### config.mk
export PLATFORM = sky130hd
export DESIGN_NAME = stream_decoder
export DESIGN_NICKNAME = d
export VERILOG_FILES = /design/src/rtl/bitstream_pkg.sv /design/src/rtl/window_counter.sv /design/src/rtl/stream_decoder.sv
export SDC_FILE = /design/constraint.sdc
export NUM_CORES = 1
export LEC_CHECK = 0
export CAP_MARGIN = 20
export CORE_ASPECT_RATIO = 1.75
export CORE_MARGIN = 5
export CORE_UTILIZATION = 40
export CTS_BUF_LIST = sky130_fd_sc_hd__clkbuf_4
export DETAILED_ROUTE_END_ITERATION = 10
export PLACE_DENSITY = 0.59
export SYNTH_ARGS = -nofsm -noshare
export SYNTH_HDL_FRONTEND = slang
export SYNTH_SLANG_ARGS = --single-unit
### constraint.sdc
create_clock -name clk -period 2.6 [get_ports clk]
set_input_delay 0.52 -clock clk [delete_from_list [all_inputs] [get_ports clk]]
set_output_delay 0.52 -clock clk [all_outputs]
set_load 0.05 [all_outputs]
### src/rtl/bitstream_pkg.sv
// Shared types for the stochastic bitstream datapath (generator and decoder sides).
package bitstream_pkg;

   localparam int WINDOW_DEFAULT = 255;
   localparam int CW_DEFAULT     = $clog2(WINDOW_DEFAULT + 1);

   typedef logic [CW_DEFAULT-1:0] count_t;

   typedef enum logic [1:0] {
      IDLE,
      WARM,
      RUN
   } dec_state_t;

endpackage

### src/rtl/window_counter.sv
// Counts ones of a bitstream over WINDOW enabled cycles.
// done and final_count are combinational and valid on the last sample of a window.
module window_counter
   import bitstream_pkg::*;
#(
   parameter  int WINDOW = WINDOW_DEFAULT,
   localparam int CW     = $clog2(WINDOW + 1)
) (
   input  logic          clk,
   input  logic          n_rst,
   input  logic          clr,
   input  logic          en,
   input  logic          x,
   output logic          done,
   output logic [CW-1:0] final_count
);

   logic [CW-1:0] cyc;
   logic [CW-1:0] ones;

   assign done        = en && (cyc == CW'(WINDOW - 1));
   assign final_count = ones + CW'(x);

   // Wrap straight to zero on the last sample so windows run back-to-back.
   always_ff @(posedge clk or negedge n_rst) begin
      if (!n_rst) begin
         cyc  <= '0;
         ones <= '0;
      end else if (clr || done) begin
         cyc  <= '0;
         ones <= '0;
      end else if (en) begin
         cyc  <= cyc + CW'(1);
         ones <= final_count;
      end
   end

endmodule

### src/rtl/stream_decoder.sv
// Stochastic bitstream to binary decoder: ones count per window, warm-up discard,
// valid/ready output register with sticky overrun flag.
//
// state | meaning
// IDLE  | waiting for first enabled cycle, nothing counted yet
// WARM  | counting windows that are discarded while upstream settles
// RUN   | every completed window is presented on data/valid
module stream_decoder
   import bitstream_pkg::*;
#(
   parameter  int WINDOW = WINDOW_DEFAULT,
   parameter  int SKIP   = 1,
   localparam int CW     = $clog2(WINDOW + 1)
) (
   input  logic          clk,
   input  logic          n_rst,
   input  logic          x,
   input  logic          en,
   input  logic          clr,
   output logic [CW-1:0] data,
   output logic          valid,
   input  logic          ready,
   output logic          overrun,
   output logic          busy
);

   localparam int SW = (SKIP > 0) ? $clog2(SKIP + 1) : 1;

   dec_state_t    state;
   dec_state_t    act_state;
   logic [SW-1:0] skip_cnt;
   logic          win_done;
   logic [CW-1:0] win_count;

   window_counter #(.WINDOW(WINDOW)) u_window_counter (
      .clk         (clk),
      .n_rst       (n_rst),
      .clr         (clr),
      .en          (en),
      .x           (x),
      .done        (win_done),
      .final_count (win_count)
   );

   // The enabled cycle that leaves IDLE is already a sample, so treat it as the next state.
   always_comb begin
      act_state = state;
      if (state == IDLE && en) begin
         act_state = (SKIP > 0) ? WARM : RUN;
      end
   end

   always_ff @(posedge clk or negedge n_rst) begin
      if (!n_rst) begin
         state    <= IDLE;
         skip_cnt <= '0;
         data     <= '0;
         valid    <= 1'b0;
         overrun  <= 1'b0;
         busy     <= 1'b0;
      end else if (clr) begin
         state    <= IDLE;
         skip_cnt <= '0;
         data     <= '0;
         valid    <= 1'b0;
         overrun  <= 1'b0;
         busy     <= 1'b0;
      end else begin
         state <= act_state;
         busy  <= (act_state != IDLE);
         if (valid && ready) begin
            valid <= 1'b0;
         end
         if (win_done) begin
            if (act_state == WARM) begin
               skip_cnt <= skip_cnt + SW'(1);
               if (skip_cnt == SW'(SKIP - 1)) begin
                  state <= RUN;
               end
            end else if (act_state == RUN) begin
               data  <= win_count;
               valid <= 1'b1;
               if (valid && !ready) begin
                  overrun <= 1'b1;
               end
            end
         end
      end
   end

endmodule

### Word-level counts from Yosys, hierarchy flattened

Index checks and enable logic that the tools add are counted.

| word-level totals | value |
|---|---|
| bits in registers | 30 |
| logic and storage cells | 58 |

| operators by class | value |
|---|---|
| add/subtract/negate cells | 3 |
| equal/unequal tests | 4 |
| mux-type cells | 27 |
| reduce and logical (&&, ||, !) cells | 16 |

Operator list:

| kind | number |
|---|---|
| 8-bit 2-to-1 mux | 8 |
| 1-bit 2-to-1 mux | 14 |
| 2-bit nonzero test | 6 |
| 2-bit 2-to-1 mux | 5 |
| 8-bit by 1-bit adder with 8-bit output | 1 |
| 8-bit by 1-bit adder with 8-bit output (second input constant) | 1 |
| 8-bit == test (second input constant) | 1 |
| 1-bit logical AND | 4 |
| 4-bit AND reduction | 1 |
| 3-bit AND reduction | 1 |
| 2-bit by 1-bit == test with 1-bit output (second input constant) | 1 |
| 2-bit == test (second input constant) | 1 |
| 2-bit zero test | 1 |
| 2-bit != test (second input constant) | 1 |
| 2-bit AND reduction | 1 |
| 1-bit adder (second input constant) | 1 |
| 1-bit zero test | 1 |
| 1-bit logical OR | 1 |

### Logic depth before layout (Yosys ltp)

Gate-level depths: netlist of run 1.

| depth | value |
|---|---|
| word-level depth | 8 |
| depth in mapped cells | 7 |
| gate-level depth less buffers | 6 |

### Modules after synthesis

A second synthesis of run 1 with hierarchy kept.

| second synthesis, totals | value |
|---|---|
| cell total of the unflattened synthesis | 154 |
| area total of the unflattened synthesis | 1532.7 um2 |

By module, submodules not included:

| module | times used | cells each | area each (um2) | sequential area each (um2) |
|---|---|---|---|---|
| window_counter | 1 | 96 | 910.9 | 400.4 |
| stream_decoder | 1 | 58 | 621.8 | 350.3 |

### Least setup slack after synthesis of run 1

No wires, ideal clock.

| path | value |
|---|---|
| path kind | flip-flop to flip-flop |
| from | reg u_window_counter.cyc[0] |
| to | reg data[4] |
| setup time | 87 ps |
| arrival time | 1552 ps |
| data required time | 2513 ps |
| setup slack | 961 ps |
| stages on the path, launching flop included | 8 |
| buffers on the path | 1 |
| period minus slack after synthesis | 1639 ps |
| path through | dfrtp_1 > inv_1 > ha_1 > nand4_2 > nor4_4 > buf_6 > nor2_1 > a211oi_2 |

| between the ends | value |
|---|---|
| longest elaborated chain between the ends | 4 |

RTL lines:

| element | line | text |
|---|---|---|
| start, declared | window_counter.sv:18 | `logic [CW-1:0] cyc;` |
| start signal, assigned | window_counter.sv:33 | `cyc <= cyc + CW'(1);` |
| 8-bit == test | window_counter.sv:21 | `assign done = en && (cyc == CW'(WINDOW - 1));` |
| 1-bit logical AND | window_counter.sv:21 |  |
| 2-bit nonzero test (no line) | - |  |
| 3-bit AND reduction (no line) | - |  |
| end signal, assigned | stream_decoder.sv:81 | `data <= win_count;` |
| end, declared | stream_decoder.sv:20 | `output logic [CW-1:0] data,` |

Every way passes these cells.
A chain may end at the register's enable or synchronous reset.

### Worst setup path in the final report of run 1

| path | value |
|---|---|
| from | reg valid |
| to | out valid |

RTL lines:

| element | line | text |
|---|---|---|
| start, declared | stream_decoder.sv:21 | `output logic valid,` |
| start signal, assigned | stream_decoder.sv:58 | `valid <= 1'b0;` |
| start signal, assigned | stream_decoder.sv:65 | `valid <= 1'b0;` |
| start signal, assigned | stream_decoder.sv:72 | `valid <= 1'b0;` |

No word-level cell between the ends.

==> metrics, run 1 <==
outcome=finished clean; Comb power frac=7.4%; area of the multi-input gates=664 sq um; global-route wire length before repair=5490 microns; Hold Slack=0.508 ns; Worst path slowest cell=clkdlybuf4s50_1; IO buf count=16; endpoint type of the worst setup path=output pin; sequential share of power=59.1%; Initial Util=40.5%; Setup CP Type=flip-flop to output pin; Avg Cell Area, Syn=10.4 sq um; Yosys warning count=0; Layout Skew=0.00996 ns; Core ar.=3590 sq um; Post-synth ARST share=100%; Pint=0.607 mW; HP Class=flip-flop to flip-flop; largest net degree at the start of global routing=31; hold path startpoint=overrun$_DFFE_PN0P_; via/cell ratio=5.29; antenna-violating nets left=0; Yosys cell types=34; Final Critical Period=2.04 ns; Worst Tran Pin Value=0.514 ns; Die Wd=55.6 microns; crit path max fanout=3; share of cells above drive strength 1=13.4%; Synth top area share=51.5%; Area growth, synth to finish=19.4%; Max Clock Freq=489 MHz; pre-CTS setup slack=0.352 ns; Clock Power Share=33.4%; crit-path cells=clkdlybuf4s50_1; Worst EP required=2.08 ns; Skew-Pair Late Insertion Delay=0.33 ns; Post-synth top cells=dfrtp_1 (30), nor2_1 (22), nand2_1 (11); Final Slew Violations=0; Reg area=751 sq um; #FFs+latches synth=30; cell taking the most area after synthesis=dfrtp_1; cell area after layout=1740 sq um; CTS Root Cell=clkbuf_4; Largest stage delay, worst path=0.81 ns; Via Count=1111; WL per Instance=15.0 microns; unrepaired setup endpoints after global routing=no; count leader, synth=dfrtp_1; CTS tree=done; CTS Buf Count=5; leakage dissipation=0.760 nW; Post-CTS Setup Inserts=0; Critical Path Source=valid$_DFF_PN0_; ant diodes=0; Power Density=466 nW/um^2; Seq/Total Area, Yosys=51.5%; nets@finish=173; Buffers & Inverters on Critical Path=1; Final setup viols=0; worst vdd ir=0.356 mV; Die Ht=89.8 microns; Num Clock Sinks=30; Slew headroom=65.6%; Setup TNS=0 ns; CP delay by family, top=buffers and inverters; Hold Buf Count CTS=0; initial antenna violation count=0; H-tree Lvls=2; drt pass-1 iters=6; Crit Reg-Reg Startpoint=u_window_counter.cyc[0]$_DFFE_PN0P_; crit path DAT=1.52 ns; synthesized cell area=1460 sq um; total grt overflow=0; filler instances=350; IO Count=17; clk slew on worst S/H paths=0.09 ns; MaxCap Viol Count=0; fin crit share=78.6%; DRC=0; Resized Gates After CTS=0; top cells by area, synth=dfrtp_1 (52%), nor2_1 (5.7%), xor2_1 (3.6%), ha_1 (3.4%), xnor2_1 (3.0%); Die ar.=5000 sq um; overall routing resource usage=14.1%; vias in the first global route=1133; Post-DP HPWL=2260 microns; Cells after Synth=140; syn_nets=150; Rows=29; final-report hold violation count=0; crit start category=flip-flop; Max clock buf depth=2; Post-synth EDFFs=0; post-route setup slack=0.556 ns; placed cell areas=1690 sq um; drt total wl=3150 microns; sw frac=25.1%; RD Place Congestion=0.708; DRT iter0 DRCs=14; switching pwr=0.204 mW; ys flop type=dfrtp_1
[kinds of logic (layout without fill, tap and decap cells)]
group / after synthesis / after routing / share of synthesized area [%]
flip-flops: 30 / 30 / 51.5
multiplexers: 2 / 2 / 1.37
AO/OA/AOI/OAI: 28 / 28 / 14.0
AND/OR/NAND/NOR: 56 / 56 / 20.2
buffers and inverters: 9 / 33 / 2.83
adder cells (fa/ha/maj): 4 / 4 / 3.44
XOR/XNOR: 11 / 11 / 6.61
[power groups by stage]
| stage | Sequential, mW | Clock [mW] | Combinational (mW) |
|---|---|---|---|
| 2_1_floorplan | 0.491 | 0 | 0.0255 |
| 3_3_place_gp | 0.489 | 0 | 0.0605 |
| 4_1_cts | 0.480 | 0.282 | 0.0617 |
| 3_5_place_dp | 0.489 | 0 | 0.0614 |
| 6_report | 0.479 | 0.271 | 0.0603 |
| 5_1_grt | 0.481 | 0.305 | 0.0681 |
[area by class of cell]
class	count	area share, %
Timing Repair Buffer	21	11.4
Tap cell	46	3.31
Multi-Input combinational cell	101	38.2
Clock inverter	2	0.504
Sequential cell	30	43.2
Clock buffer	6	2.59
Inverter	4	0.863
[layer usage]
layer,GRT usage [%],share of wire [%],wire [microns],up-vias
met1,15.2,40,1240,536
li1,-,-,-,538
met3,4.73,4.9,153,8
met2,23.7,52,1650,29
met5,0,0,0,-
met4,7.51,3.1,96,0
[through the flow]
stage	total power [mW]	util (%)	std cells
floorplan	0.517	-	140
global placement	0.549	46.9	202
detailed placement	0.550	46.9	202
CTS	0.823	48.4	210
global route	0.854	48.4	210
finish	0.811	48.4	210
[flip-flops by register name, summed over array words and instances (netlist names)]
register / cells
valid: 1
state: 2
busy: 1
u_window_counter.cyc: 8
u_window_counter.ones: 8
data: 8
skip_cnt: 1
overrun: 1
[layout by cell type (no fill, tap or decap), types with 2 or more instances in the layout]
cell	netlist	layout
ha_1	4	4
nand2_1	11	11
inv_1	4	4
xor2_1	6	6
xnor2_1	5	5
mux2i_1	2	2
clkdlybuf4s50_1	0	16
o21ai_0	8	8
a21oi_1	3	3
a211o_1	2	2
buf_4	0	5
nand4_1	2	2
a22o_1	2	2
a211oi_2	2	2
nand3_1	4	4
dfrtp_1	30	30
a211oi_1	5	5
clkbuf_4	0	6
nor3_1	8	8
nor2_1	22	22
[path summary, 6_finish.rpt]
| kind | to | slack [ns] | cells past startpoint |
|---|---|---|---|
| setup / recovery | valid | 0.56 | 1 |
| hold / removal | overrun$_DFFE_PN0P_ | 0.51 | 2 |
| setup reg to reg | u_window_counter.ones[4]$_DFFE_PN0P_ | 0.84 | 6 |
| hold reg to reg | overrun$_DFFE_PN0P_ | 0.51 | 2 |
| max in group asynchronous | data[5]$_DFFE_PN0P_ | 1.74 | 2 |
| min in group asynchronous | u_window_counter.ones[6]$_DFFE_PN0P_ | 0.58 | 2 |
No activity file was read; power rests on OpenSTA's default activity.
==> run 2, diff against run 1 <==
--- a/config.mk
+++ b/config.mk
@@ -11,7 +11,7 @@
 export CORE_UTILIZATION = 40
 export CTS_BUF_LIST = sky130_fd_sc_hd__clkbuf_4
 export DETAILED_ROUTE_END_ITERATION = 10
-export PLACE_DENSITY = 0.59
+export PLACE_DENSITY = 0.62
 export SYNTH_ARGS = -nofsm -noshare
 export SYNTH_HDL_FRONTEND = slang
 export SYNTH_SLANG_ARGS = --single-unit
==> constraint.sdc (replaced) <==
create_clock -name clk -period 1.8 [get_ports clk]
set_input_delay 0.36 -clock clk [delete_from_list [all_inputs] [get_ports clk]]
set_output_delay 0.36 -clock clk [all_outputs]
set_load 0.05 [all_outputs]
==> run 2 against run 1 <==
Against the previous run:
- critical endpoint is now data[7]$_DFFE_PN0P_
- worst setup slack worse by 0.53 ns
- non-clock buffer count up 12
- die area unchanged
- hold slack worse by 0.089 ns
- via count up 5.2%
- cell area up 5.1%
==> metrics, run 2 (same netlist as run 1, synthesis figures left out) <==
DRC=0 (unchanged); IO Count=17 (unchanged); CTS tree=done (unchanged); leakage dissipation=0.855 nW (was 0.760 nW); vias in the first global route=1276 (was 1133); Core ar.=3590 sq um (unchanged); ant diodes=0 (unchanged); RD Place Congestion=0.830 (was 0.708); Area growth, synth to finish=25.5% (was 19.4%); Die Wd=55.6 microns (unchanged); Num Clock Sinks=30 (unchanged); non-filler instance count after layout=222 (was 210); Rows=29 (unchanged); Power Density=647 nW/um^2 (was 466 nW/um^2); global-route wire length before repair=5550 microns (was 5490 microns); crit path max fanout=16 (was 3); endpoint type of the worst setup path=flip-flop (was output pin); Layout Skew=0.00690 ns (was 0.00996 ns); commonest non-fill, non-tap cells in the layout=dfrtp_1 (30), buf_4 (27), nor2_1 (22), nand2_1 (11) (was dfrtp_1 (30), nor2_1 (22), clkdlybuf4s50_1 (16), nand2_1 (11)); Final Slew Violations=0 (unchanged); Via Count=1169 (was 1111); worst vdd ir=0.452 mV (was 0.356 mV); fin crit share=98.4%; HP Class=primary input to asynchronous set/reset pin (was flip-flop to flip-flop); H-tree Lvls=2 (unchanged); Post-DP HPWL=2410 microns (was 2260 microns); IO buf count=16 (unchanged); Slew headroom=67.2% (was 65.6%); Setup TNS=0 ns (unchanged); Die Ht=89.8 microns (unchanged); Final setup viols=0 (unchanged); outcome=finished clean (unchanged); drt total wl=3180 microns (was 3150 microns); nets@finish=185 (was 173); antenna-violating nets left=0 (unchanged); crit path DAT=1.98 ns (was 1.52 ns); Initial Util=40.5% (unchanged); DRT iter0 DRCs=19 (was 14); most common cell after layout, fill and taps aside=dfrtp_1 (unchanged); filler instances=326 (was 350); Regs by FF count=data x8, u_window_counter.cyc x8, u_window_counter.ones x8 (unchanged); Max clock buf depth=2 (unchanged); share of cells above drive strength 1=26.1% (was 13.4%); Max Clock Freq=565 MHz; clk slew on worst S/H paths=0.09 ns (about the same); MaxCap Viol Count=0 (unchanged); Worst EP required=2.01 ns (was 2.08 ns); via/cell ratio=5.27 (was 5.29); placed cell count=211 (was 202); Worst Tran Pin Value=0.491 ns (was 0.514 ns); drt pass-1 iters=4 (was 6); Skew-Pair Late Insertion Delay=0.32 ns (was 0.33 ns); initial antenna violation count=0 (unchanged); WL per Instance=14.3 microns (was 15.0 microns); CTS Root Cell=clkbuf_4 (unchanged); Setup CP Type=flip-flop to flip-flop (was flip-flop to output pin); CTS Buf Count=5 (unchanged); placed cell areas=1740 sq um (was 1690 sq um); overall routing resource usage=13.8% (was 14.1%); total grt overflow=0 (unchanged); crit start category=flip-flop (unchanged); Final Critical Period=1.77 ns; Hold Buf Count CTS=0 (unchanged); largest net degree at the start of global routing=31 (unchanged); final-report hold violation count=0 (unchanged); Die ar.=5000 sq um (unchanged); cell area after layout=1830 sq um (was 1740 sq um)
-- run 2: layout make-up --
| class | count | area, sq um | share of cell area [%] |
|---|---|---|---|
| Timing Repair Buffer | 33 | 273 | 14.9 |
| Multi-Input combinational cell | 101 | 678 | 37.1 |
| Sequential cell | 30 | 751 | 41.1 |
| Inverter | 4 | 15.0 | 0.821 |
| Clock inverter | 2 | 8.76 | 0.479 |
| Clock buffer | 6 | 45.0 | 2.46 |
| Tap cell | 46 | 57.6 | 3.15 |
-- run 2: timing repair --
item / CTS / global route
setup endpoints to repair: 0 / 6
setup buffers: 0 / 3
resized for setup: 0 / 2
-- run 2: worst max-delay path: stages, from the launching register on --
cell      delay [ns]
dfrtp_1         0.41
inv_1           0.07
ha_1            0.19
nand4_4         0.16
nor4_4          0.30
buf_12          0.19
nor2_1          0.06
a211oi_1        0.27
-- run 2: power by group --
group          switching, mW  leakage [nW]  internal, mW  total (mW)
clock network          0.226        0.0331         0.162       0.388
registers            0.00942         0.414         0.683       0.693
logic                 0.0594         0.407        0.0420       0.101
total                  0.295         0.855         0.887        1.18
-- run 2: worst paths after layout --
kind                       cells after the start                                start  slack, ns                             endpoint
max in group asynchronous                      2                                n_rst       1.10                   state[0]$_DFF_PN0_
min                                            2                                n_rst       0.42  u_window_counter.cyc[3]$_DFFE_PN0P_
max                                            7  u_window_counter.cyc[0]$_DFFE_PN0P_       0.03                  data[7]$_DFFE_PN0P_
min reg2reg                                    2                  overrun$_DFFE_PN0P_       0.52                  overrun$_DFFE_PN0P_
min in group clk                               2                  overrun$_DFFE_PN0P_       0.52                  overrun$_DFFE_PN0P_
max reg2reg                                    7  u_window_counter.cyc[0]$_DFFE_PN0P_       0.03                  data[7]$_DFFE_PN0P_
-- run 2: layer usage --
layer	up-vias	part of all wire [%]	routed length (microns)	track usage [%]
met2	20	57	1800	25.5
met3	5	2.8	90	4.30
met4	0	1.2	38	5.07
met1	580	39	1250	14.2
li1	564	-	-	-
met5	-	0	0	0
-- run 2: stage by stage --
stage / worst slack [ns] / hold WS [ns] / util [%] / power (mW)
final: 0.0286 / 0.419 / 50.9 / 1.18
after global routing: -0.0476 / 0.443 / 50.9 / 1.24
after CTS: 0.0410 / 0.423 / 49.9 / 1.20
after detailed placement: -0.158 / 0.500 / 48.4 / 0.805
after global placement: -0.142 / 0.483 / 48.4 / 0.802
after floorplan: 0.161 / 0.0644 / - / 0.746
==> run 3, diff against run 2 <==
--- a/config.mk
+++ b/config.mk
@@ -11,7 +11,6 @@
 export CORE_UTILIZATION = 40
 export CTS_BUF_LIST = sky130_fd_sc_hd__clkbuf_4
 export DETAILED_ROUTE_END_ITERATION = 10
-export PLACE_DENSITY = 0.62
 export SYNTH_ARGS = -nofsm -noshare
 export SYNTH_HDL_FRONTEND = slang
 export SYNTH_SLANG_ARGS = --single-unit
==> run 3 against run 2 <==
Against the previous run:
- first-iteration DRC count is 26% lower
- sequential share of layout area rose by 0.17 points
- register-to-register slack better by 0.13 ns
- clock skew fell by 0.00093 ns
- sequential cell count unchanged
- core utilization decreased by 0.21 points
- global-route usage up 0.37 points
- combinational power hardly changed
- final cell count up 0.45%
- critical endpoint is now data[3]$_DFFE_PN0P_
==> metrics, run 3 (same netlist as run 1, synthesis figures left out) <==
outcome=finished clean (unchanged); leakage dissipation=0.852 nW (was 0.855 nW); commonest non-fill, non-tap cells in the layout=dfrtp_1 (30), buf_4 (29), nor2_1 (22), nand2_1 (11) (was dfrtp_1 (30), buf_4 (27), nor2_1 (22), nand2_1 (11)); unrepaired setup endpoints after global routing=no; DRC=0 (unchanged); global-route wire length before repair=5700 microns (was 5550 microns); Worst path slowest cell=dfrtp_1 (unchanged); Clock Power Share=31.2% (was 32.8%); setup slack, reg-to-reg=0.16 ns (was 0.03 ns); Regs by FF count=data x8, u_window_counter.cyc x8, u_window_counter.ones x8 (unchanged); crit path max fanout=9 (was 16); Die Wd=55.6 microns (unchanged); filler instances=338 (was 326); vias in the first global route=1255 (was 1276); R2R Path End=data[3]$_DFFE_PN0P_ (was data[7]$_DFFE_PN0P_); sequential share of power=60.3% (was 58.6%); fin crit share=91.0% (was 98.4%); Post-DP HPWL=2370 microns (was 2410 microns); Max clock buf depth=2 (unchanged); share of cells above drive strength 1=24.9% (was 26.1%); Final setup viols=0 (unchanged); Post-CTS Setup Inserts=0 (unchanged); ant diodes=0 (unchanged); via/cell ratio=5.18 (was 5.27); WL per Instance=13.9 microns (was 14.3 microns); Largest stage delay, worst path=0.44 ns (was 0.41 ns); CP delay by family, top=flip-flops (was simple AND/OR/NAND/NOR gates); Worst Tran Pin Value=0.425 ns (was 0.491 ns); H-tree Lvls=2 (unchanged); Comb power frac=8.5% (was 8.6%); Buffers & Inverters on Critical Path=2 (unchanged); MaxCap Viol Count=0 (unchanged); drt pass-1 iters=4 (unchanged); initial antenna violation count=0 (unchanged); CTS Buf Count=5 (unchanged); largest net degree at the start of global routing=31 (unchanged); Core ar.=3590 sq um (unchanged); crit-path cells=inv_1 > ha_1 > nand4_4 > nor4_4 > buf_4 > nor2_1 > a211oi_1 (was inv_1 > ha_1 > nand4_4 > nor4_4 > buf_12 > nor2_1 > a211oi_1); worst vdd ir=0.419 mV (was 0.452 mV); sw frac=25.0% (about the same); Setup CP Type=flip-flop to flip-flop (unchanged); total grt overflow=0 (unchanged); CTS Root Cell=clkbuf_4 (unchanged); Final Slew Violations=0 (unchanged); Power Density=632 nW/um^2 (was 647 nW/um^2); Skew-Pair Late Insertion Delay=0.32 ns (about the same); final core occ=50.7% (was 50.9%); Layout Skew=0.00597 ns (was 0.00690 ns); Setup TNS=0 ns (unchanged); CTS tree=done (unchanged); most common cell after layout, fill and taps aside=dfrtp_1 (unchanged); Initial Util=40.5% (unchanged); switching pwr=0.287 mW (was 0.295 mW); Num Clock Sinks=30 (unchanged); RD Place Congestion=0.814 (was 0.830); overall routing resource usage=14.2% (was 13.8%); nets@finish=186 (was 185); final-report hold violation count=0 (unchanged); Area growth, synth to finish=25.0% (was 25.5%); Worst EP required=2.03 ns (was 2.01 ns); Die Ht=89.8 microns (unchanged); endpoint type of the worst setup path=flip-flop (unchanged); DRT iter0 DRCs=14 (was 19); r2r worst-path depth=7 (unchanged); Pint=0.863 mW (was 0.887 mW); drt total wl=3110 microns (was 3180 microns); Max Clock Freq=610 MHz (was 565 MHz); HP Class=primary input to asynchronous set/reset pin (unchanged); Crit Reg-Reg Startpoint=u_window_counter.cyc[0]$_DFFE_PN0P_ (unchanged); IO buf count=16 (unchanged); Die ar.=5000 sq um (unchanged); final total power=1.15 mW (was 1.18 mW); Slew headroom=71.6% (was 67.2%); Rows=29 (unchanged); crit start category=flip-flop (unchanged); antenna-violating nets left=0 (unchanged); Final Critical Period=1.64 ns (was 1.77 ns); crit path DAT=1.87 ns (was 1.98 ns); IO Count=17 (unchanged); Via Count=1156 (was 1169); clk slew on worst S/H paths=0.09 ns (about the same)
[run 3: worst max-delay path by stage]
stage                                                    from                             endpoint  slack, ns  cells after the start
after floorplan           u_window_counter.cyc[0]$_DFFE_PN0P_                  data[4]$_DFFE_PN0P_       0.16                      7
after global placement                                     en                  data[0]$_DFFE_PN0P_      -0.09                      6
after detailed placement                                   en  u_window_counter.cyc[7]$_DFFE_PN0P_      -0.12                      5
after CTS                 u_window_counter.cyc[0]$_DFFE_PN0P_  u_window_counter.cyc[7]$_DFFE_PN0P_       0.08                      6
after global routing      u_window_counter.cyc[0]$_DFFE_PN0P_                  data[7]$_DFFE_PN0P_       0.06                      7
final                     u_window_counter.cyc[0]$_DFFE_PN0P_                  data[3]$_DFFE_PN0P_       0.16                      7
[run 3: metrics by stage]
stage               instance area (sq um)  setup slack (ns)  cells  hold WS [ns]
global route                         1820            0.0568    223         0.439
floorplan                            1460             0.161    140        0.0644
global placement                     1760           -0.0938    215         0.493
detailed placement                   1760            -0.117    215         0.498
finish                               1820             0.162    223         0.419
CTS                                  1800            0.0764    223         0.418
[run 3: metal layers]
metal	vias to the layer above	share of wire, %	global-route usage (%)
met4	0	1.8	5.68
met1	565	42	16.0
met5	-	0	0
met2	23	52	24.4
met3	5	4.2	4.44
li1	563	-	-
[run 3: repair_timing]
item                                    in CTS  in global routing
gates resized for setup                      0                  2
hold buffers                                 0                  0
endpoints found under the setup margin       0                  3
[run 3: cell type report]
| cell class | instances | area, sq um | area share, % |
|---|---|---|---|
| Clock inverter | 3 | 11.3 | 0.619 |
| Sequential cell | 30 | 751 | 41.2 |
| Timing Repair Buffer | 34 | 268 | 14.7 |
| Clock buffer | 5 | 37.5 | 2.06 |
| Tap cell | 46 | 57.6 | 3.16 |
| Inverter | 4 | 15.0 | 0.825 |
| Multi-Input combinational cell | 101 | 681 | 37.4 |
[run 3: power groups by stage]
stage | sequential (mW) | clock, mW | combinational, mW
2_1_floorplan | 0.710 | 0 | 0.0368
3_3_place_gp | 0.706 | 0 | 0.0964
6_report | 0.693 | 0.359 | 0.0983
5_1_grt | 0.695 | 0.416 | 0.111
3_5_place_dp | 0.707 | 0 | 0.0981
4_1_cts | 0.693 | 0.375 | 0.0984
